File: config.mk
export PLATFORM = sky130hd
export DESIGN_NAME = clk_en_gen_multi_flat
export DESIGN_NICKNAME = d
export VERILOG_FILES = /design/src/rtl/clk_en_gen_multi_if.sv /design/src/rtl/clk_en_gen_multi.sv /design/src/flat_wrapper.sv
export SDC_FILE = /design/constraint.sdc
export NUM_CORES = 1
export LEC_CHECK = 0
export BUFFER_PORTS_ARGS = -buffer_cell sky130_fd_sc_hd__buf_4
export CAP_MARGIN = 20
export CORE_MARGIN = 1
export CORE_UTILIZATION = 43
export CTS_CLUSTER_DIAMETER = 60
export CTS_CLUSTER_SIZE = 20
export DETAILED_ROUTE_END_ITERATION = 10
export HOLD_SLACK_MARGIN = 0.05
export PLACE_DENSITY_LB_ADDON = 0.1
export SLEW_MARGIN = 5
export SYNTH_ARGS = -nofsm -noshare
export SYNTH_HDL_FRONTEND = slang
export SYNTH_SLANG_ARGS = --single-unit
export TNS_END_PERCENT = 30
File: constraint.sdc
create_clock -name clk -period 2.89 [get_ports clk]
set_input_delay 0.4335 -clock clk [delete_from_list [all_inputs] [get_ports clk]]
set_output_delay 0.4335 -clock clk [all_outputs]
set_load 0.01 [all_outputs]
File: src/rtl/clk_en_gen_multi_if.sv
// clk_en_gen_multi_if: run gates, sync, divisor writes and enable/pending outputs of the multi-channel enable generator
interface clk_en_gen_multi_if #(
   parameter int NUM_CH = 2,
   parameter int CNT_W  = 8
);
   logic [NUM_CH-1:0] ch_run;
   logic              sync_pulse;
   logic              div_we;
   logic [2:0]        div_sel;
   logic [CNT_W-1:0]  div_val;
   logic [NUM_CH-1:0] clk_en;
   logic [NUM_CH-1:0] div_pend;
   modport master (
      output ch_run, sync_pulse, div_we, div_sel, div_val,
      input  clk_en, div_pend
   );
   modport slave (
      input  ch_run, sync_pulse, div_we, div_sel, div_val,
      output clk_en, div_pend
   );
endinterface

File: src/rtl/clk_en_gen_multi.sv
// clk_en_gen_multi: NUM_CH single-cycle enable strobes with shadowed runtime divisors, run gates and global phase sync
module clk_en_gen_multi #(
   parameter int NUM_CH  = 2,
   parameter int CNT_W   = 8,
   parameter int DEF_DIV = 23
) (
   input logic             clk,
   input logic             n_rst,
   clk_en_gen_multi_if.slave bus
);
   logic [CNT_W-1:0]  cnt [NUM_CH];
   logic [CNT_W-1:0]  act [NUM_CH];
   logic [CNT_W-1:0]  shd [NUM_CH];
   logic [CNT_W-1:0]  lim [NUM_CH];
   logic [NUM_CH-1:0] wrap;
   logic [NUM_CH-1:0] apply;
   logic [NUM_CH-1:0] wr;
   logic [NUM_CH-1:0] en;
   logic [NUM_CH-1:0] pend;
   assign bus.clk_en   = en;
   assign bus.div_pend = pend;
   // terminal count (divisor 0 behaves as 1), wrap, apply point and write decode per channel
   always_comb begin
      for (int i = 0; i < NUM_CH; i++) begin
         lim[i]   = act[i] == '0 ? '0 : act[i] - 1'b1;
         wrap[i]  = bus.ch_run[i] && cnt[i] == lim[i];
         apply[i] = wrap[i] || bus.sync_pulse || !bus.ch_run[i];
         wr[i]    = bus.div_we && bus.div_sel == 3'(i);
      end
   end
   // counters, strobes and divisor shadow/active registers; a write on an apply edge goes straight to active
   always_ff @(posedge clk or negedge n_rst) begin
      if (!n_rst) begin
         for (int i = 0; i < NUM_CH; i++) begin
            cnt[i] <= '0;
            act[i] <= CNT_W'(DEF_DIV);
            shd[i] <= CNT_W'(DEF_DIV);
         end
         en   <= '0;
         pend <= '0;
      end else begin
         for (int i = 0; i < NUM_CH; i++) begin
            cnt[i]  <= (bus.sync_pulse || !bus.ch_run[i] || wrap[i]) ? '0 : cnt[i] + 1'b1;
            en[i]   <= wrap[i] && !bus.sync_pulse;
            act[i]  <= apply[i] ? (wr[i] ? bus.div_val : shd[i]) : act[i];
            shd[i]  <= wr[i] ? bus.div_val : shd[i];
            pend[i] <= wr[i] ? !apply[i] : pend[i] && !apply[i];
         end
      end
   end
endmodule

File: src/flat_wrapper.sv
// flat-port wrapper written by rule: the top's interface ports become plain ports
module clk_en_gen_multi_flat 
#(
   parameter int NUM_CH  = 2,
   parameter int CNT_W   = 8,
   parameter int DEF_DIV = 23
)
  (clk, n_rst, bus_ch_run, bus_sync_pulse, bus_div_we, bus_div_sel, bus_div_val, bus_clk_en, bus_div_pend);
  clk_en_gen_multi_if #(.NUM_CH(NUM_CH), .CNT_W(CNT_W)) bus_i ();
  input logic clk;
  input logic n_rst;
  input wire logic [$bits(bus_i.ch_run)-1:0] bus_ch_run;
  input wire logic [$bits(bus_i.sync_pulse)-1:0] bus_sync_pulse;
  input wire logic [$bits(bus_i.div_we)-1:0] bus_div_we;
  input wire logic [$bits(bus_i.div_sel)-1:0] bus_div_sel;
  input wire logic [$bits(bus_i.div_val)-1:0] bus_div_val;
  output wire logic [$bits(bus_i.clk_en)-1:0] bus_clk_en;
  output wire logic [$bits(bus_i.div_pend)-1:0] bus_div_pend;
  assign bus_i.ch_run = bus_ch_run;
  assign bus_i.sync_pulse = bus_sync_pulse;
  assign bus_i.div_we = bus_div_we;
  assign bus_i.div_sel = bus_div_sel;
  assign bus_i.div_val = bus_div_val;
  assign bus_clk_en = bus_i.clk_en;
  assign bus_div_pend = bus_i.div_pend;
  clk_en_gen_multi #(.NUM_CH(NUM_CH), .CNT_W(CNT_W), .DEF_DIV(DEF_DIV)) u_core (.clk(clk), .n_rst(n_rst), .bus(bus_i));
endmodule
# Yosys cells after proc, flatten, opt, wreduce, memory -nomap -nowiden
# Cells that the tools add are included.
[totals] word_cells=47 out_inout_bits=4 regBits=52 input_bits=17
[classes] n_addsub=4 eq_ne=3 mux=8 reduce_logical=24
[op_table] op="8-bit 2-to-1 mux" count=6
[op_table] op="8-bit by 1-bit adder with 8-bit output (second input constant)" count=2
[op_table] op="8-bit equality test" count=2
[op_table] op="8-bit zero test" count=2
[op_table] op="8-bit by 1-bit subtractor with 8-bit output (second input constant)" count=2
[op_table] op="1-bit logical AND" count=8
[op_table] op="1-bit logical OR" count=8
[op_table] op="1-bit zero test" count=5
[op_table] op="3-bit by 1-bit equality test with 1-bit output (second input constant)" count=1
[op_table] op="3-bit zero test" count=1
[op_table] op="1-bit 2-to-1 mux" count=2

# Depth between registers and ports, before layout
# Gate-level depths: netlist of the first run.
[logic_depth] ltp_word=9 mapped_depth=10 depth_no_buf=9

# Worst setup path after synthesis of the first run
# No wires, ideal clock.
[synth_timing] path_kind="register -> register" from="register u_core.act[8] (netlist bit)" to="register u_core.act[15] (netlist bit)" t_required_ns=2.765 setup_ns=0.125 arrival_time_ns=2.651 path_buffers=1 path_slack_ns=0.114 path_stages_with_launch=11 synth_period_minus_slack_ns=2.776 cell_sequence="dfstp_2 > inv_1 > ha_1 > or4b_4 > or4b_1 > and3_1 > a211oi_2 > nand4_2 > nand3b_4 > buf_8 > mux2_4"
[synth_via] elab_chain_cells=6 word_cells_on_any_way=7 classes_between="add/sub (1); eq/ne (1); mux (1); reduce/logical (4)"
[synth_lines] element="from (decl)" line_no="clk_en_gen_multi.sv:12" source="logic [CNT_W-1:0] act [NUM_CH];"
[synth_lines] element="from (signal, indexed assignment)" line_no="clk_en_gen_multi.sv:36" source="act[i] <= CNT_W'(DEF_DIV);"
[synth_lines] element="from (signal, indexed assignment)" line_no="clk_en_gen_multi.sv:45" source="act[i] <= apply[i] ? (wr[i] ? bus.div_val : shd[i]) : act[i];"
[synth_lines] element="8-bit by 1-bit subtractor with 8-bit output or 8-bit zero test (tied branches)" line_no="clk_en_gen_multi.sv:25" source="lim[i] = act[i] == '0 ? '0 : act[i] - 1'b1;"
[synth_lines] element="8-bit 2-to-1 mux *" line_no="clk_en_gen_multi.sv:25"
[synth_lines] element="8-bit equality test *" line_no="clk_en_gen_multi.sv:26" source="wrap[i] = bus.ch_run[i] && cnt[i] == lim[i];"
[synth_lines] element="1-bit logical AND *" line_no="clk_en_gen_multi.sv:26"
[synth_lines] element="1-bit logical OR * (2 in a row)" line_no="clk_en_gen_multi.sv:27" source="apply[i] = wrap[i] || bus.sync_pulse || !bus.ch_run[i];"
# Mark *: on every way between the ends. The rest lies on a longest branch, timed or not.
# A chain may end at the register's enable or synchronous reset.

# Final worst setup path of the first run
[layout_timing] from="register u_core.act[9] (netlist bit)" to="register u_core.act[13] (netlist bit)"
# Same word-level chain as after synthesis.

==> reports/results.txt, run 1 <==
Run status: finished clean
Final wirelength: 5360 um
Worst setup SP type: flop
Leak: 0.00137 uW
Total power draw: 2020 uW
Sink Count: 52
M1 wire length: 2550 um
Core area: 6030 um2
Antenna viol nets, final: 0
Initial core utilization: 0.453
Placed cell area: 3010 um2
Worst min path class: primary input to asynchronous set/reset pin
Critical Path RT: 3.08 ns
Iter 0 DRT Violations: 63
Worst-Margin Slew: 0.677 ns
Die W: 81.7 um
Congestion Overflow GR: 0
Tcrit/Tclk final: 0.960
Detailed-router iteration count before antenna repair: 4
Final #Nets: 302
Buffer and inverter count on the worst path: 1
Synth Flop Type: dfrtp_1
Area growth syn-to-layout: 18.5%
Routed len/inst: 15.1 um
Final hold vios: 0
DR DRC count: 0
Initial antenna violation count: 0
Synthesized area per cell: 11.4 um2
Maxcap violations: 0
Clk Tree Root Cell: clkbuf_8
# fillers: 540
Vias in the first global route: 1,952
Normalized max-slew margin: 0.543
Minimum clock period: 2.77 ns
Synth area leaders: dfrtp_1 (33%), dfstp_2 (15%), mux2_2 (12%)
Async set-reset flop share out of synthesis: 1.00
Max incr delay on CP: 0.49 ns
Seq/Total Area, Yosys: 0.484
FP Rows: 28
CP Capture Type: flop
VDD IR max: 0.000286 V
Cells after Synth: 240
Reg2Reg Setup Slack: 0.12 ns
Max Root-Sink Buffers: 2
Top-area cell type share of the netlist area: 0.330
Final setup vio count: 0
Ratio of cells with drive above 1 in the final layout: 0.399
Clk_lat worst skew: 0.29 ns
Setup TNS Final: 0 ns
Post-Syn Area: 2730 um2
Antenna Cells: 0
H-tree depth: 2
Max Fclk: 361 MHz
Syn Nets: 261
Crit Path Max Fanout: 6
CTS tree: built
Slowest CP cell: or4b_4
Worst Path Arrival: 2.96 ns
First-pass GRT wire length: 9250 um
Post-synth top area cell: dfrtp_1
Routed met2 length: 2630 um
Drt via density: 5.29
Uppermost layer routed: met4
Die area: 6670 um2
Flops & latches, synth: 52
Unrepaired setup endpoints after global routing: no
Cell family with most CP delay: simple AND/OR/NAND/NOR gates
Fin area: 3230 um2
HPWL after DPL: 3770 um
Port Buf Inserts: 20
Crit-path most repeated cell: or4b_4
Num CTS Buffers: 5
Number of distinct library cells after synthesis: 58
Power Dens Cells: 625 nW/um2
Clk_skew: 0.00580 ns
Gr usage total: 0.184
Met3 wire length: 143 um
Post-synth EDFFs: 0
Clock-pin slew on the worst setup and hold paths: 0.09 ns
Max Slew Vio Count: 0
Largest net degree at the start of global routing: 53
Critical-path cell list: inv_1, ha_4, or4b_4, or4b_4, and3_1, a211oi_2, nand4_2, nand3b_4, mux2_2
Crit path kind: flop to flop
I/O Pins: 21
Hold Buf Count CTS: 0
GP Congestion: 0.837
DIE HEIGHT: 81.7 um
Vias: 1,882
Synth warn: 0
-- repair_timing --
action,CTS,global route
endpoints found under the setup margin,1,25
resized for setup,0,12
cloned,0,1
setup buffers,2,6
pin swaps,1,5
-- per-layer routing --
layer | up-vias | GRT usage
met3 | 2 | 0.0378
met2 | 23 | 0.314
met1 | 912 | 0.237
met5 | - | 0
li1 | 945 | -
met4 | 0 | 0.0474
-- cells by family (layout without fill, tap and decap cells) --
kind of cell               count (synthesis)  in the layout  share of synthesized area
AOI/OAI and AO/OA                         35             35                      0.100
xor gates and xnor gates                  19             19                     0.0610
adders and majority gates                  4              4                     0.0183
buffers and inverters                     11             51                     0.0220
DFF                                       52             52                      0.484
muxes                                     32             32                      0.133
and+or+nand+nor                           87             88                      0.181
-- cell usage in the layout, fill, tap and decap left out, types with 3 or more instances in the layout --
| master | Yosys | routed |
|---|---|---|
| xor2_1 | 7 | 7 |
| buf_4 | 0 | 35 |
| nand2b_1 | 3 | 3 |
| clkbuf_8 | 0 | 5 |
| nor3b_1 | 3 | 3 |
| dfstp_2 | 16 | 16 |
| ha_1 | 4 | 3 |
| and3_1 | 4 | 4 |
| o21ai_0 | 4 | 4 |
| a21oi_1 | 5 | 5 |
| nor3_1 | 4 | 4 |
| a22oi_1 | 3 | 3 |
| nand2_1 | 13 | 13 |
| inv_1 | 8 | 7 |
| dfrtp_1 | 36 | 36 |
| mux2_2 | 30 | 30 |
| nor2_1 | 33 | 33 |
| xnor2_1 | 12 | 11 |
| nand3_1 | 7 | 7 |
-- sequential cells by signal, summed over array words and instances (netlist names) --
signal and cells:
u_core.act 16, u_core.cnt 16, u_core.shd 16, u_core.bus.clk_en 2, u_core.bus.div_pend 2
-- cell usage after synthesis (2+ instances only) --
| cell | n |
|---|---|
| dfrtp_1 | 36 |
| nor2_1 | 33 |
| mux2_2 | 30 |
| dfstp_2 | 16 |
| nand2_1 | 13 |
| xnor2_1 | 12 |
| inv_1 | 8 |
| nand3_1 | 7 |
| xor2_1 | 7 |
| a21oi_1 | 5 |
| and3_1 | 4 |
| ha_1 | 4 |
| nor3_1 | 4 |
| o21ai_0 | 4 |
| a22oi_1 | 3 |
| nand2b_1 | 3 |
| nor3b_1 | 3 |
| nor4_1 | 3 |
| a21boi_0 | 2 |
| a31oi_1 | 2 |
| nor2b_1 | 2 |
| o21a_1 | 2 |
| or4_4 | 2 |
-- per-stage QoR --
step	hold slack, ns	setup WS [ns]	utilization	std cells
2_1_floorplan	0.138	0.114	-	240
3_3_place_gp	0.476	0.0211	0.499	340
3_5_place_dp	0.483	0.0265	0.499	340
4_1_cts	0.186	0.0376	0.517	349
5_1_grt	0.200	0.00216	0.537	356
6_report	0.153	0.117	0.537	356
-- final cells by class --
cell class                      instances  area [um2]  area share
Clock buffer                            6        72.6      0.0224
Clock inverter                          1        5.00     0.00155
Inverter                                8        30.0     0.00929
Multi-Input combinational cell        178        1430       0.442
Sequential cell                        52        1320       0.409
Tap cell                               75        93.8      0.0290
Timing Repair Buffer                   36         283      0.0875
-- power breakdown --
group          internal, uW  total (uW)  switching [uW]
Sequential              877         993             116
Combinational           349         643             294
Clock                   165         383             218
Total                  1390        2020             628
-- path summary, 6_finish.rpt --
| check | startpoint | to | depth (start not counted) |
|---|---|---|---|
| max in group asynchronous | n_rst | u_core.cnt[0] | 1 |
| max reg2reg | u_core.act[9] | u_core.act[13] | 9 |
| min | n_rst | u_core.shd[11] | 1 |
| min in group clk | bus_sync_pulse | u_core.bus.clk_en[0] | 2 |
| min reg2reg | u_core.shd[6] | u_core.shd[6] | 1 |
| max | u_core.act[9] | u_core.act[13] | 9 |
Power figures use the tool's default switching activity.
==> run 2, diff against run 1 <==
Settings changed: CORE_ASPECT_RATIO from default to 0.6.
==> run 2 against run 1 <==
  * Combinational power shrank 7.5%
  * Die area increased by 0.15%
  * Sequential share of layout area rose by 0.68 points
  * Clock power grew 12%
  * Global-route usage is 0.65 points higher
  * Worst setup slack lost 0.0063 ns
  * Fmax down 0.23%
  * Critical endpoint is now u_core.act[14]
==> reports/results.txt, run 2 (synthesis results as in run 1) <==
Clk_skew: 0.00614 ns
Run status: finished clean
Worst-Margin Slew: 0.665 ns
Clk Tree Root Cell: clkbuf_8
Antenna viol nets, final: 0
Worst setup margin: 0.111 ns
Ratio of cells with drive above 1 in the final layout: 0.380
DR DRC count: 0
Port Buf Inserts: 20
Detailed-router iteration count before antenna repair: 4
Core area: 6110 um2
FP Rows: 22
Sink Count: 52
VDD IR max: 0.000272 V
Vias in the first global route: 1,876
Crit path kind: flop to flop
Sequential Power Share: 0.493
Drt via density: 5.28
Routed len/inst: 15.2 um
Gr usage total: 0.190
Logic pwr share: 0.295
Critical-path cell list: inv_1, ha_2, or4b_4, or4b_4, and3_1, a211oi_2, nand4_2, nand3b_4, mux2_2
CP Capture Type: flop
Power Dens Cells: 635 nW/um2
Clock network power share: 0.212
Clock-pin slew on the worst setup and hold paths: 0.09 ns
Hold Buf Count CTS: 0
Maxcap violations: 0
Initial core utilization: 0.447
Final #Nets: 296
Sw Ratio: 0.313
Max incr delay on CP: 0.49 ns
Largest registers: u_core.act (16), u_core.cnt (16), u_core.shd (16)
Placed cell area: 3010 um2
Vias: 1,899
Initial antenna violation count: 0
Slowest CP cell: or4b_4
First-pass GRT wire length: 9680 um
Clk_lat worst skew: 0.31 ns
Worst setup SP type: flop
Final wirelength: 5470 um
Fin area: 3180 um2
Total power draw: 2020 uW
Largest net degree at the start of global routing: 53
Commonest non-fill, non-tap cell in the layout: dfrtp_1
Max Slew Vio Count: 0
Tcrit/Tclk final: 0.962
P_sw: 631 uW
Max Root-Sink Buffers: 2
Final hold vios: 0
Minimum clock period: 2.78 ns
HPWL after DPL: 4030 um
Final setup vio count: 0
Worst Path Arrival: 2.98 ns
CTS tree: built
Num CTS Buffers: 5
Die W: 105 um
Commonest cells after routing, fill and taps aside: dfrtp_1 (36), nor2_1 (33), mux2_2 (30), buf_4 (30), dfstp_2 (16)
Max Fclk: 360 MHz
Cell family with most CP delay: simple AND/OR/NAND/NOR gates
Antenna Cells: 0
Area growth syn-to-layout: 16.6%
Unrepaired setup endpoints after global routing: yes
Worst min path class: primary input to asynchronous set/reset pin
Crit-path most repeated cell: or4b_4
I/O Pins: 21
Critical Path RT: 3.09 ns
Leak: 0.00133 uW
Congestion Overflow GR: 0
GP Congestion: 0.883
DIE HEIGHT: 63.7 um
Iter 0 DRT Violations: 161
Die area: 6680 um2
H-tree depth: 2
Internal: 1390 uW
Normalized max-slew margin: 0.557
Buffer and inverter count on the worst path: 1
Pre-CTS setup slack: -0.0161 ns
Crit Path Max Fanout: 10
# fillers: 569
[run 2: routing by layer]
metal / global-route usage / share of wire / vias to the layer above
met3: 0.0518 / 0.061 / 8
met1: 0.315 / 0.60 / 899
li1: - / - / 936
met5: 0 / 0 / -
met2: 0.222 / 0.32 / 56
met4: 0.0651 / 0.013 / 0
[run 2: area by class of cell]
class	instances	area (um2)	share of cell area
multi-input cells	177	1390	0.437
well taps	84	105	0.0330
repair buffers	31	245	0.0771
clock buffers	8	90.1	0.0283
inverters	8	30.0	0.00944
flip-flops and latches	52	1320	0.415
[run 2: metrics by stage]
| stage | cells | setup TNS (ns) | hold slack, ns | util |
|---|---|---|---|---|
| 2_1_floorplan | 240 | 0 | 0.138 | - |
| 3_3_place_gp | 348 | 0 | 0.478 | 0.493 |
| 3_5_place_dp | 348 | -0.0417 | 0.481 | 0.493 |
| 4_1_cts | 358 | 0 | 0.177 | 0.512 |
| 5_1_grt | 360 | -0.0699 | 0.190 | 0.520 |
| 6_report | 360 | 0 | 0.155 | 0.520 |
[run 2: path summary, 6_finish.rpt]
kind | start | to | slack (ns) | cells past startpoint
setup / recovery | u_core.act[9] | u_core.act[14] | 0.11 | 9
hold / removal | n_rst | u_core.cnt[3] | 0.15 | 1
setup reg to reg | u_core.act[9] | u_core.act[14] | 0.11 | 9
hold reg to reg | u_core.shd[13] | u_core.shd[13] | 0.50 | 1
max in group asynchronous | n_rst | u_core.act[11] | 2.29 | 1
min in group clk | bus_sync_pulse | u_core.bus.clk_en[0] | 0.32 | 2
[run 2: power by group through the flow]
stage | Clock, uW | Combinational (uW) | Sequential (uW)
global placement | 0 | 560 | 996
floorplan | 0 | 429 | 975
global route | 477 | 668 | 1020
CTS | 448 | 567 | 988
detailed placement | 0 | 560 | 1000
finish | 429 | 595 | 994
[run 2: repair_timing]
| action | 4_1_cts | 5_1_grt |
|---|---|---|
| endpoints found under the setup margin | 4 | 31 |
| pin swaps | 1 | 4 |
| gates resized for setup | 0 | 7 |
| setup buffers | 2 | 2 |
==> run 3, diff against run 2 <==
Settings changed: CORE_MARGIN 1 to 3, CORE_UTILIZATION 43 to 54.
==> run 3 against run 2 <==
  * Non-clock buffer count shrank 1
  * Critical path type unchanged
  * Die area is 11% lower
  * Highest routed layer unchanged
  * Sequential share of layout area unchanged
==> reports/results.txt, run 3 (synthesis results as in run 1) <==
Run status: finished clean
Commonest non-fill, non-tap cell in the layout: dfrtp_1
Max Slew Vio Count: 0
Gr usage total: 0.204
Final hold vios: 0
Crit path kind: flop to flop
Initial antenna violation count: 0
Clk Tree Root Cell: clkbuf_8
Cell family with most CP delay: simple AND/OR/NAND/NOR gates
FP Rows: 19
Non-Filler Instances: 338
Placed cells: 327
Critical path depth: 9
HPWL after DPL: 4060 um
Power Dens Cells: 673 nW/um2
Crit-path most repeated cell: or4b_4
DR DRC count: 0
Pre-CTS setup slack: -0.0102 ns
Critical-path cell list: inv_1, ha_1, or4b_4, or4b_4, and3_1, a211oi_2, nand4_2, nand3b_4, mux2_2
First-pass GRT wire length: 9290 um
Final wirelength: 5570 um
Die W: 97.8 um
Tcrit/Tclk final: 0.969
Sw Ratio: 0.302
Unrepaired setup endpoints after global routing: no
Clk_lat worst skew: 0.30 ns
Total power draw: 2140 uW
Detailed-router iteration count before antenna repair: 5
Max Root-Sink Buffers: 2
Worst setup SP type: flop
Num CTS Buffers: 5
Normalized max-slew margin: 0.572
Clock-pin slew on the worst setup and hold paths: 0.09 ns
Vias in the first global route: 1,760
Crit Path Max Fanout: 9
CTS tree: built
Worst Path Arrival: 2.99 ns
Critical Path RT: 3.08 ns
Ratio of cells with drive above 1 in the final layout: 0.382
Area growth syn-to-layout: 16.6%
GP Congestion: 0.923
Max incr delay on CP: 0.50 ns
Minimum clock period: 2.80 ns
Final #Nets: 295
DIE HEIGHT: 61.1 um
Antenna viol nets, final: 0
H-tree depth: 2
Largest net degree at the start of global routing: 53
P_sw: 646 uW
Logic pwr share: 0.278
VDD IR max: 0.000359 V
Antenna Cells: 0
Worst-Margin Slew: 0.641 ns
Slowest CP cell: or4b_4
Worst min path class: primary input to asynchronous set/reset pin
Iter 0 DRT Violations: 151
Maxcap violations: 0
Clk_skew: 0.00575 ns
Congestion Overflow GR: 0
Clock network power share: 0.255
R2r worst-path depth: 9
Die area: 5970 um2
Worst setup margin: 0.0902 ns
Commonest cells after routing, fill and taps aside: dfrtp_1 (36), nor2_1 (33), mux2_2 (30)
Sink Count: 52
Vias: 1,923
Max Fclk: 357 MHz
Core area: 4730 um2
Final setup vio count: 0
Port Buf Inserts: 20
Sequential Power Share: 0.467
I/O Pins: 21
Buffer and inverter count on the worst path: 1
CP Capture Type: flop
Largest registers: u_core.act (16), u_core.cnt (16), u_core.shd (16)
Leak: 0.00135 uW
Hold Buf Count CTS: 0
Initial core utilization: 0.577
Hold_ws: 0.148 ns
Routed len/inst: 16.5 um
Setup TNS Final: 0 ns
Drt via density: 5.69
Internal: 1490 uW
==> run 3: changes by cell type in the layout (fill, tap and decap cells not counted) <==
cell / change
ha_1: +1
clkbuf_1: -2
buf_4: -1
a2111oi_0: -1
ha_2: -1
a2111oi_2: +1
bufinv_16: +1
clkbuf_8: +1
o22ai_2: -1
o22ai_1: +1
==> run 3: cell type report <==
type / instances / area [um2]
fill: 351 / 1550
inverter: 8 / 30.0
tap: 63 / 78.8
timing repair buffer: 30 / 238
multi-input combinational: 177 / 1390
sequential: 52 / 1320
clock buffer: 7 / 96.3
clock inverter: 1 / 30.0
==> run 3: metrics by stage <==
| step | cell area, um2 | util |
|---|---|---|
| after floorplan | 2730 | - |
| after global placement | 2990 | 0.631 |
| after detailed placement | 2990 | 0.631 |
| after CTS | 3140 | 0.664 |
| after global routing | 3180 | 0.672 |
| final | 3180 | 0.672 |
==> run 3: worst register-to-register path, stage by stage, from the launching register on <==
cell and delay (ns):
dfstp_2 0.41, inv_1 0.06, ha_1 0.16, or4b_4 0.48, or4b_4 0.50, and3_1 0.19
a211oi_2 0.16, nand4_2 0.17, nand3b_4 0.21, mux2_2 0.36
==> run 3: repair_timing <==
item / 4_1_cts / 5_1_grt
cloned: 0 / 0
setup buffers: 2 / 1
endpoints found under the setup margin: 4 / 34
gates resized for setup: 0 / 7
pin swaps: 1 / 3
==> run 3: worst paths after layout <==
path                                        endpoint           start  slack, ns
worst max-delay path                  u_core.act[14]   u_core.act[8]       0.09
worst min-delay path                  u_core.cnt[13]           n_rst       0.15
worst max register to register        u_core.act[14]   u_core.act[8]       0.09
worst min register to register        u_core.shd[13]  u_core.shd[13]       0.50
max in group asynchronous              u_core.cnt[3]           n_rst       2.32
min in group clk                u_core.bus.clk_en[0]  bus_sync_pulse       0.32
==> run 3: metal layers <==
| layer | up-vias | GRT usage | share of wire |
|---|---|---|---|
| met5 | - | 0 | 0 |
| met4 | 0 | 0.0533 | 0.0045 |
| met3 | 2 | 0.0464 | 0.072 |
| met2 | 71 | 0.265 | 0.37 |
| met1 | 915 | 0.335 | 0.55 |
| li1 | 935 | - | - |
==> run 3: power groups by stage <==
| stage | clock network [uW] | logic [uW] | registers (uW) |
|---|---|---|---|
| floorplan | 0 | 429 | 975 |
| global placement | 0 | 542 | 999 |
| detailed placement | 0 | 552 | 1000 |
| CTS | 562 | 562 | 990 |
| global route | 590 | 658 | 1030 |
| finish | 546 | 595 | 998 |
